===== config.mk =====
export PLATFORM = sky130hd
export DESIGN_NAME = phase_sequencer
export DESIGN_NICKNAME = d
export VERILOG_FILES = /design/src/rtl/phase_seq_pkg.sv /design/src/rtl/period_timer.sv /design/src/rtl/phase_sequencer.sv
export SDC_FILE = /design/constraint.sdc
export NUM_CORES = 1
export LEC_CHECK = 0
export BUFFER_PORTS_ARGS = -buffer_cell sky130_fd_sc_hd__buf_4
export CORE_MARGIN = 4
export CORE_UTILIZATION = 55
export CTS_CLUSTER_DIAMETER = 30
export CTS_CLUSTER_SIZE = 30
export DETAILED_ROUTE_END_ITERATION = 8
export PLACE_DENSITY = 0.73
export SYNTH_ARGS = -nofsm -noshare
export SYNTH_HDL_FRONTEND = slang
export SYNTH_SLANG_ARGS = --single-unit

===== constraint.sdc =====
create_clock -name clk -period 1.95 [get_ports clk]
set_input_delay 0.2925 -clock clk [delete_from_list [all_inputs] [get_ports clk]]
set_output_delay 0.2925 -clock clk [all_outputs]
set_load 0.05 [all_outputs]

===== src/rtl/phase_seq_pkg.sv =====
// Shared types and default sizing for the phase sequencer slice.
package phase_seq_pkg;

    localparam int DEF_W          = 26;
    localparam int DEF_NUM_PHASES = 4;

    typedef enum logic [1:0] {
        ST_IDLE = 2'd0,
        ST_RUN  = 2'd1,
        ST_DONE = 2'd2
    } state_t;

endpackage


===== src/rtl/period_timer.sv =====
// Up-counter that expires when the count reaches the supplied limit, then wraps to zero.
module period_timer #(
    parameter int W = 26
) (
    input  logic         i_clk,
    input  logic         i_reset,
    input  logic         i_clear,
    input  logic         i_enable,
    input  logic [W-1:0] i_limit,
    output logic         o_expire
);

    logic [W-1:0] r_cnt;

    assign o_expire = i_enable && (r_cnt == i_limit);

    // The count never exceeds the limit because expiry wraps it back to zero.
    always_ff @(posedge i_clk) begin
        if (i_reset || i_clear) begin
            r_cnt <= '0;
        end else if (i_enable) begin
            r_cnt <= o_expire ? '0 : r_cnt + 1'b1;
        end
    end

endmodule


===== src/rtl/phase_sequencer.sv =====
// Steps through NUM_PHASES programmable-length phases; optional looping is enabled
// by defining PHASE_SEQ_LOOP_EN, which adds the loop input.
module phase_sequencer
    import phase_seq_pkg::*;
#(
    parameter int NUM_PHASES = DEF_NUM_PHASES,
    parameter int W          = DEF_W
) (
    input  logic                          clk,
    input  logic                          reset,
    input  logic                          start,
    input  logic                          stop,
`ifdef PHASE_SEQ_LOOP_EN
    input  logic                          loop,
`endif
    input  logic                          wr_en,
    input  logic [$clog2(NUM_PHASES)-1:0] wr_addr,
    input  logic [W-1:0]                  wr_data,
    output logic [$clog2(NUM_PHASES)-1:0] phase,
    output logic                          busy,
    output logic                          phase_tick,
    output logic                          done,
    output logic [1:0]                    dbg_state
);

    localparam int PW = $clog2(NUM_PHASES);

    state_t        r_state;
    state_t        w_state_next;
    logic [W-1:0]  r_table [NUM_PHASES];
    logic [W-1:0]  r_cur_period;
    logic [PW-1:0] r_phase;
    logic [PW-1:0] w_phase_next;
    logic          w_tick;
    logic          w_last;
    logic          w_go;
    logic          w_loop;
    logic          w_timer_clear;
    logic          w_timer_en;

`ifdef PHASE_SEQ_LOOP_EN
    assign w_loop = loop;
`else
    assign w_loop = 1'b0;
`endif

    assign w_go          = start && !stop;
    assign w_last        = (r_phase == PW'(NUM_PHASES - 1));
    // Power-of-two phase count: the increment wraps the last phase back to 0.
    assign w_phase_next  = r_phase + 1'b1;
    assign w_timer_en    = (r_state == ST_RUN);
    assign w_timer_clear = (r_state != ST_RUN) || stop;

    period_timer #(.W(W)) u_timer (
        .i_clk    (clk),
        .i_reset  (reset),
        .i_clear  (w_timer_clear),
        .i_enable (w_timer_en),
        .i_limit  (r_cur_period),
        .o_expire (w_tick)
    );

    always_ff @(posedge clk) begin
        if (reset) begin
            r_state <= ST_IDLE;
        end else begin
            r_state <= w_state_next;
        end
    end

    always_comb begin
        w_state_next = r_state;
        case (r_state)
            ST_IDLE: if (w_go) w_state_next = ST_RUN;
            ST_RUN: begin
                if (stop) begin
                    w_state_next = ST_IDLE;
                end else if (w_tick && w_last && !w_loop) begin
                    w_state_next = ST_DONE;
                end
            end
            ST_DONE: w_state_next = ST_IDLE;
            default: w_state_next = ST_IDLE;
        endcase
    end

    always_comb begin
        busy       = (r_state == ST_RUN);
        done       = (r_state == ST_DONE);
        phase_tick = w_tick;
        phase      = r_phase;
        dbg_state  = r_state;
    end

    // Table reads below see the pre-write contents, so a same-edge write is not latched.
    always_ff @(posedge clk) begin
        if (reset) begin
            r_phase      <= '0;
            r_cur_period <= '0;
            for (int i = 0; i < NUM_PHASES; i++) begin
                r_table[i] <= '0;
            end
        end else begin
            if (wr_en) begin
                r_table[wr_addr] <= wr_data;
            end
            case (r_state)
                ST_IDLE: begin
                    if (w_go) begin
                        r_phase      <= '0;
                        r_cur_period <= r_table[0];
                    end
                end
                ST_RUN: begin
                    if (stop) begin
                        r_phase <= '0;
                    end else if (w_tick) begin
                        r_phase      <= w_phase_next;
                        r_cur_period <= r_table[w_phase_next];
                    end
                end
                default: r_phase <= '0;
            endcase
        end
    end

endmodule

After elaboration in Yosys (flattened, before gate mapping)
Memories as Yosys holds them, arrays and structs flattened.
Cells that the tools add are included.
{ "word_totals": {"register_bits": 56, "mem_bits_rw": 104, "out_inout_bits": 7, "memories": 1} }
{ "memory_table": {"columns": ["memory", "depth", "word_bits", "read_ports", "rd_clocked_by_memory_dff", "write_ports", "line", "rtl"], "rows": [
  ["r_table", 4, 26, 2, 0, 4, "phase_sequencer.sv:30", "logic [W-1:0] r_table [NUM_PHASES];"]
]} }
{ "classes": {"n_addsub": 2, "n_eq_ne": 10, "muxes": 21, "n_reduce_logical": 12} }
{ "ops": {"columns": ["op", "count"], "rows": [
  ["2-to-1 mux 26 bit", 5],
  ["case mux 26 bit (2 select lines)", 1],
  ["adder 26 x 1 -> 26 bit (second input constant)", 1],
  ["equality test 26 bit", 1],
  ["OR reduction 26 bit", 1],
  ["2-to-1 mux 2 bit", 7],
  ["case mux 2 bit (2 select lines)", 2],
  ["2-to-1 mux 1 bit", 6],
  ["inequality test 2 bit (second input constant)", 3],
  ["inequality test 3 bit (second input constant)", 2],
  ["equality test 2 bit (second input constant)", 2],
  ["AND reduction 2 bit", 2],
  ["AND reduction 4 bit", 1],
  ["logical AND 1 bit", 3],
  ["adder 2 x 1 -> 2 bit (second input constant)", 1],
  ["equality test 2 x 1 -> 1 bit (second input constant)", 1],
  ["zero test 2 bit", 1],
  ["logical OR 1 bit", 2],
  ["inequality test 2 x 1 -> 1 bit (second input constant)", 1],
  ["nonzero test 2 bit", 1],
  ["zero test 1 bit", 1]
]} }

Longest topological paths before layout
{ "depth": {"depth_word": 6, "depth_mapped": 7, "ltp_nobuf": 6} }

Hierarchy
Synthesis repeated with hierarchy kept, for this count alone.
{ "unflattened": {"cells_unflattened": 656, "area_unflattened_um2": 7586.0} }
{ "by_module_without_submodules": {"columns": ["module", "n_inst", "cells_per_inst", "area_per_inst_um2", "seq_area_each_um2"], "rows": [
  ["phase_sequencer", 1, 491, 6144.6, 3723.6],
  ["period_timer", 1, 165, 1441.4, 520.5]
]} }

Least setup slack after synthesis
Ideal clock, no wire load.
{ "synth_timing": {"path_type": "flip-flop to output port", "start": "register u_timer.r_cnt[17]", "end": "output phase_tick", "t_arrival_ps": 1779, "required_ps": 1657, "slack_ps": -121, "stages_incl_launch_ff": 6, "path_buffers": 0, "path_cell_list": "dfxtp_1 xor2_1 nor4_2 and4_1 nand2_1 nor2_1"} }
{ "synth_between": {"elab_chain_cells": 2} }
{ "synth_rtl": {"columns": ["element", "line", "rtl"], "rows": [
  ["from (decl)", "period_timer.sv:13", "logic [W-1:0] r_cnt;"],
  ["from (signal assigned)", "period_timer.sv:22", "r_cnt <= o_expire ? '0 : r_cnt + 1'b1;"],
  ["equality test 26 bit", "period_timer.sv:15", "assign o_expire = i_enable && (r_cnt == i_limit);"],
  ["logical AND 1 bit", "period_timer.sv:15", null],
  ["to (decl)", "phase_sequencer.sv:21", "output logic phase_tick,"]
]} }
Every way passes these cells.

Worst setup path after layout
{ "layout_timing": {"start": "register r_cur_period[18]", "end": "output phase_tick"} }
{ "layout_between": {"elab_chain_cells": 2} }
{ "layout_rtl": {"columns": ["element", "line", "rtl"], "rows": [
  ["from (decl)", "phase_sequencer.sv:31", "logic [W-1:0] r_cur_period;"],
  ["from (signal assigned)", "phase_sequencer.sv:111", "r_cur_period <= r_table[0];"],
  ["from (signal assigned)", "phase_sequencer.sv:119", "r_cur_period <= r_table[w_phase_next];"],
  ["equality test 26 bit", "period_timer.sv:15", null],
  ["logical AND 1 bit", "period_timer.sv:15", null]
]} }
Every way passes these cells.

==> reports/summary.log <==
[outcome] run status finished with violations
[outcome] violated checks negative setup slack
[sta] final count of hold timing violations 0
[routing] antenna-violating nets left 0
[die] horizontal die dimension 124 um
[logic_synthesis] top cells by instance count after synthesis sky130_fd_sc_hd__and2_1 (107), sky130_fd_sc_hd__edfxtp_1 (104), sky130_fd_sc_hd__dfxtp_1 (56), sky130_fd_sc_hd__nor2_1 (55), sky130_fd_sc_hd__nand2_1 (37)
[sta] Post-Route Skew 0.00882 ns
[grt] pin count of the biggest net entering global routing 52
[min_path] startpoint of the tightest hold check path wr_data[15]
[sta] maximum operating frequency 0.455 GHz
[logic_synthesis] number of instances in the synthesized netlist 632
[logic_synthesis] summed instance area of the synthesized netlist 0.00735 mm2
[logic_synthesis] post-synthesis area per instance 11.6 um2
[logic_synthesis] cell with the most instances after synthesis sky130_fd_sc_hd__and2_1
[layout] layout cells sized above 1 19.5%
[clocking] H-Tree Depth 4
[power_and_ir_drop] switching part of the total power 21.8%
[power_and_ir_drop] part of the power in the clock network 43.3%
[logic_synthesis] number of synthesized register bits 160
[logic_synthesis] top cell type by total area after synthesis sky130_fd_sc_hd__edfxtp_1
[min_path] Worst Hold Endpoint r_table[0][15]
[routing] WL/cell 18.9 um
[worst_setup_path] critical path endpoint category output port
[sta] crit share post-route 113%
[power_and_ir_drop] Total Power 8.02 mW
[worst_setup_path] startpoint type of the worst setup path register
[clocking] clock tree from TritonCTS yes
[power_and_ir_drop] share of power burned in combinational logic 8.1%
[layout] number of nets in the layout 716
[sta] max-slew violations 0
[min_path] Hold Path Cell Cnt 2
[die] Die Footprint 0.0153 mm2
[clocking] insertion delay to the later sink of the worst-skew pair 0.43 ns
[grt] global route overflow 0
[power_and_ir_drop] LEAKAGE 3.35 nW
[power_and_ir_drop] cell internal pwr 6.27 mW
[routing] total length of routed wires 16400 um
[layout] Antenna Cells 0
[worst_setup_path] Max Fanout on Critical Path 2
[layout] count of non-filler cells in the finished layout 866
[worst_setup_path] worst r2r src u_timer.r_cnt[5]
[worst_setup_path] Worst Path Required 1.66 ns
[clocking] count of clock tree sinks 160
[logic_synthesis] proportion of synthesized chip area in sequential cells 57.7%
[grt] number of global-route vias before repair 4932
[run] MaxCap Viol Count 0
[die] num rows 41
[worst_setup_path] worst-case reg-to-reg path depth 7
[die] height of the die 124 um
[sta] worst setup margin -0.249 ns
[worst_setup_path] critical register-to-register path endpoint r_cur_period[19]
[logic_synthesis] leading register cell type out of synthesis sky130_fd_sc_hd__edfxtp_1
[clocking] CTS Buf Count 17
[layout] layout overhead on the synthesized area 18.3%
[logic_synthesis] Yosys warning total 0
[place] final weighted congestion in routability-driven placement 0.826
[power_and_ir_drop] switching power 1.75 mW
[routing] residual DRC count 0
[place] dpl hpwl 9760 um
[sta] setup repair after global routing missed its margin yes
[place] pre-CTS setup slack 0.0605 ns
[grt] Global Route Usage Sum 22.7%
[worst_setup_path] Setup CP Type reg -> out
[logic_synthesis] largest cells by area after synthesis sky130_fd_sc_hd__edfxtp_1 (42%), sky130_fd_sc_hd__dfxtp_1 (15%), sky130_fd_sc_hd__and2_1 (9.1%)
[worst_setup_path] critical path launch point r_cur_period[18]
[clocking] clock slew at the register clock pins of the worst setup and hold paths 0.07 ns
[grt] number of antenna violations at the first check in global routing 0
[die] total core area 0.0129 mm2
[grt] wire length of the first global-routing pass 25900 um
[power_and_ir_drop] worst voltage drop across the vdd grid 0.677 mV
[layout] final cell utilization of the core 67.5%
[logic_synthesis] syn_nets 667
[power_and_ir_drop] power per standard cell area 922 mW/mm2
[worst_setup_path] slack of the worst reg-to-reg path 0.08 ns
[sta] slew at the pin closest to its max-slew limit 1.02 ns
[logic_synthesis] portion of synthesized cell area occupied by the leading cell type 42.5%
[routing] total via count after detailed routing 4954
[logic_synthesis] Netlist cell types 47
[routing] count of routing violations after the opening detailed-route iteration 433
[routing] 1st-pass router iterations 5
[worst_setup_path] CP arrival 1.91 ns
[die] I/O Pins 40
[logic_synthesis] share of flip-flops with an asynchronous set or reset 0%
[min_path] Tightest Hold Check Type in -> reg
[place] PortBufs 39
[sta] number of endpoints failing setup at the final stage 1
[sta] fin crit period 2.20 ns
[place] # placed instances 832
[clocking] Clk Tree Root Cell sky130_fd_sc_hd__clkbuf_16
[routing] via density per instance 5.72
[die] Initial Utilization 57.1%
[power_and_ir_drop] register share of total power 48.7%
[clocking] worst-case clock buffer depth 2
[logic_synthesis] number of synthesized flops with an enable pin 104
[sta] tightest slew margin relative to the limit 32.3%
[stage by stage]
step	hold WS (ns)	setup TNS (ns)	area, um2
finish	0.151	-0.249	8700
global route	0.152	-0.322	8700
CTS	0.141	-0.272	8640
detailed placement	0.460	0	7960
global placement	0.454	0	7960
floorplan	0.436	-0.121	7350
[sequential cells by signal (all words and copies together) (netlist names)]
register,cells
dbg_state,2
phase,2
r_cur_period,26
r_table,104
u_timer.r_cnt,26
[power by group through the flow]
stage | Combinational (mW) | Clock, mW | Sequential [mW]
5_1_grt | 0.701 | 3.66 | 3.91
3_5_place_dp | 0.594 | 0 | 3.97
2_1_floorplan | 0.379 | 0 | 3.94
3_3_place_gp | 0.579 | 0 | 3.96
6_report | 0.645 | 3.47 | 3.90
4_1_cts | 0.627 | 3.50 | 3.90
[cell families (layout without fill, tap and decap cells)]
kind of cell | Yosys count | after routing | share of synthesized area (%)
mux | 27 | 27 | 3.74
simple gates | 288 | 288 | 22.2
compound gates | 66 | 66 | 7.51
flops | 160 | 160 | 57.7
xor+xnor | 48 | 48 | 5.72
buf+inv | 41 | 103 | 2.76
fa+ha+maj | 2 | 2 | 0.340
[worst max path at each step]
stage	slack, ns	end
3_3_place_gp	0.1	phase_tick
4_1_cts	-0.27	phase_tick
6_report	-0.25	phase_tick
5_1_grt	-0.32	phase_tick
2_1_floorplan	-0.12	phase_tick
3_5_place_dp	0.06	phase_tick
[cell usage in the layout, fill, tap and decap left out, types with 6 or more instances in the layout]
| cell | n |
|---|---|
| sky130_fd_sc_hd__mux2i_1 | 26 |
| sky130_fd_sc_hd__nand2_1 | 36 |
| sky130_fd_sc_hd__buf_4 | 56 |
| sky130_fd_sc_hd__a311o_1 | 25 |
| sky130_fd_sc_hd__xnor2_1 | 13 |
| sky130_fd_sc_hd__and2_1 | 107 |
| sky130_fd_sc_hd__dfxtp_1 | 43 |
| sky130_fd_sc_hd__clkbuf_16 | 21 |
| sky130_fd_sc_hd__edfxtp_1 | 104 |
| sky130_fd_sc_hd__nand3_1 | 7 |
| sky130_fd_sc_hd__dfxtp_2 | 13 |
| sky130_fd_sc_hd__nand2b_1 | 29 |
| sky130_fd_sc_hd__xor2_1 | 33 |
| sky130_fd_sc_hd__buf_12 | 6 |
| sky130_fd_sc_hd__nor2_1 | 54 |
| sky130_fd_sc_hd__nor3_1 | 8 |
| sky130_fd_sc_hd__a22oi_1 | 25 |
| sky130_fd_sc_hd__and4_1 | 7 |
[area by class of cell]
cell class,instances,area [um2]
clock buffers,26,533
fillers,922,4180
repair buffers,64,581
multi-input cells,431,2990
clock inverters,6,92.6
inverters,7,26.3
flip-flops and latches,160,4260
well taps,172,215
[worst max-delay path, cell delays in order, from the launching register on]
cell and delay, ns:
sky130_fd_sc_hd__dfxtp_2 0.34, sky130_fd_sc_hd__xor2_1 0.17, sky130_fd_sc_hd__nor4_2 0.34, sky130_fd_sc_hd__and4_4 0.31
sky130_fd_sc_hd__nand2_4 0.06, sky130_fd_sc_hd__nor2_4 0.10, sky130_fd_sc_hd__buf_8 0.15
[layer usage]
metal | vias up | GRT usage [%] | routed length [um]
li1 | 2344 | - | -
met1 | 2417 | 29.9 | 7190
met2 | 156 | 36.5 | 8020
met3 | 37 | 5.04 | 843
met4 | 0 | 9.20 | 338
met5 | - | 0 | 0
[repair_timing]
item / 4_1_cts / 5_1_grt
pin swaps: 7 / 4
gates cloned: 0 / 1
setup endpoints to repair: 1 / 23
resized for setup: 16 / 8
buffers inserted: 1 / 0
hold buffers: 0 / 0
Note: power is estimated with default switching activity, not from simulation.
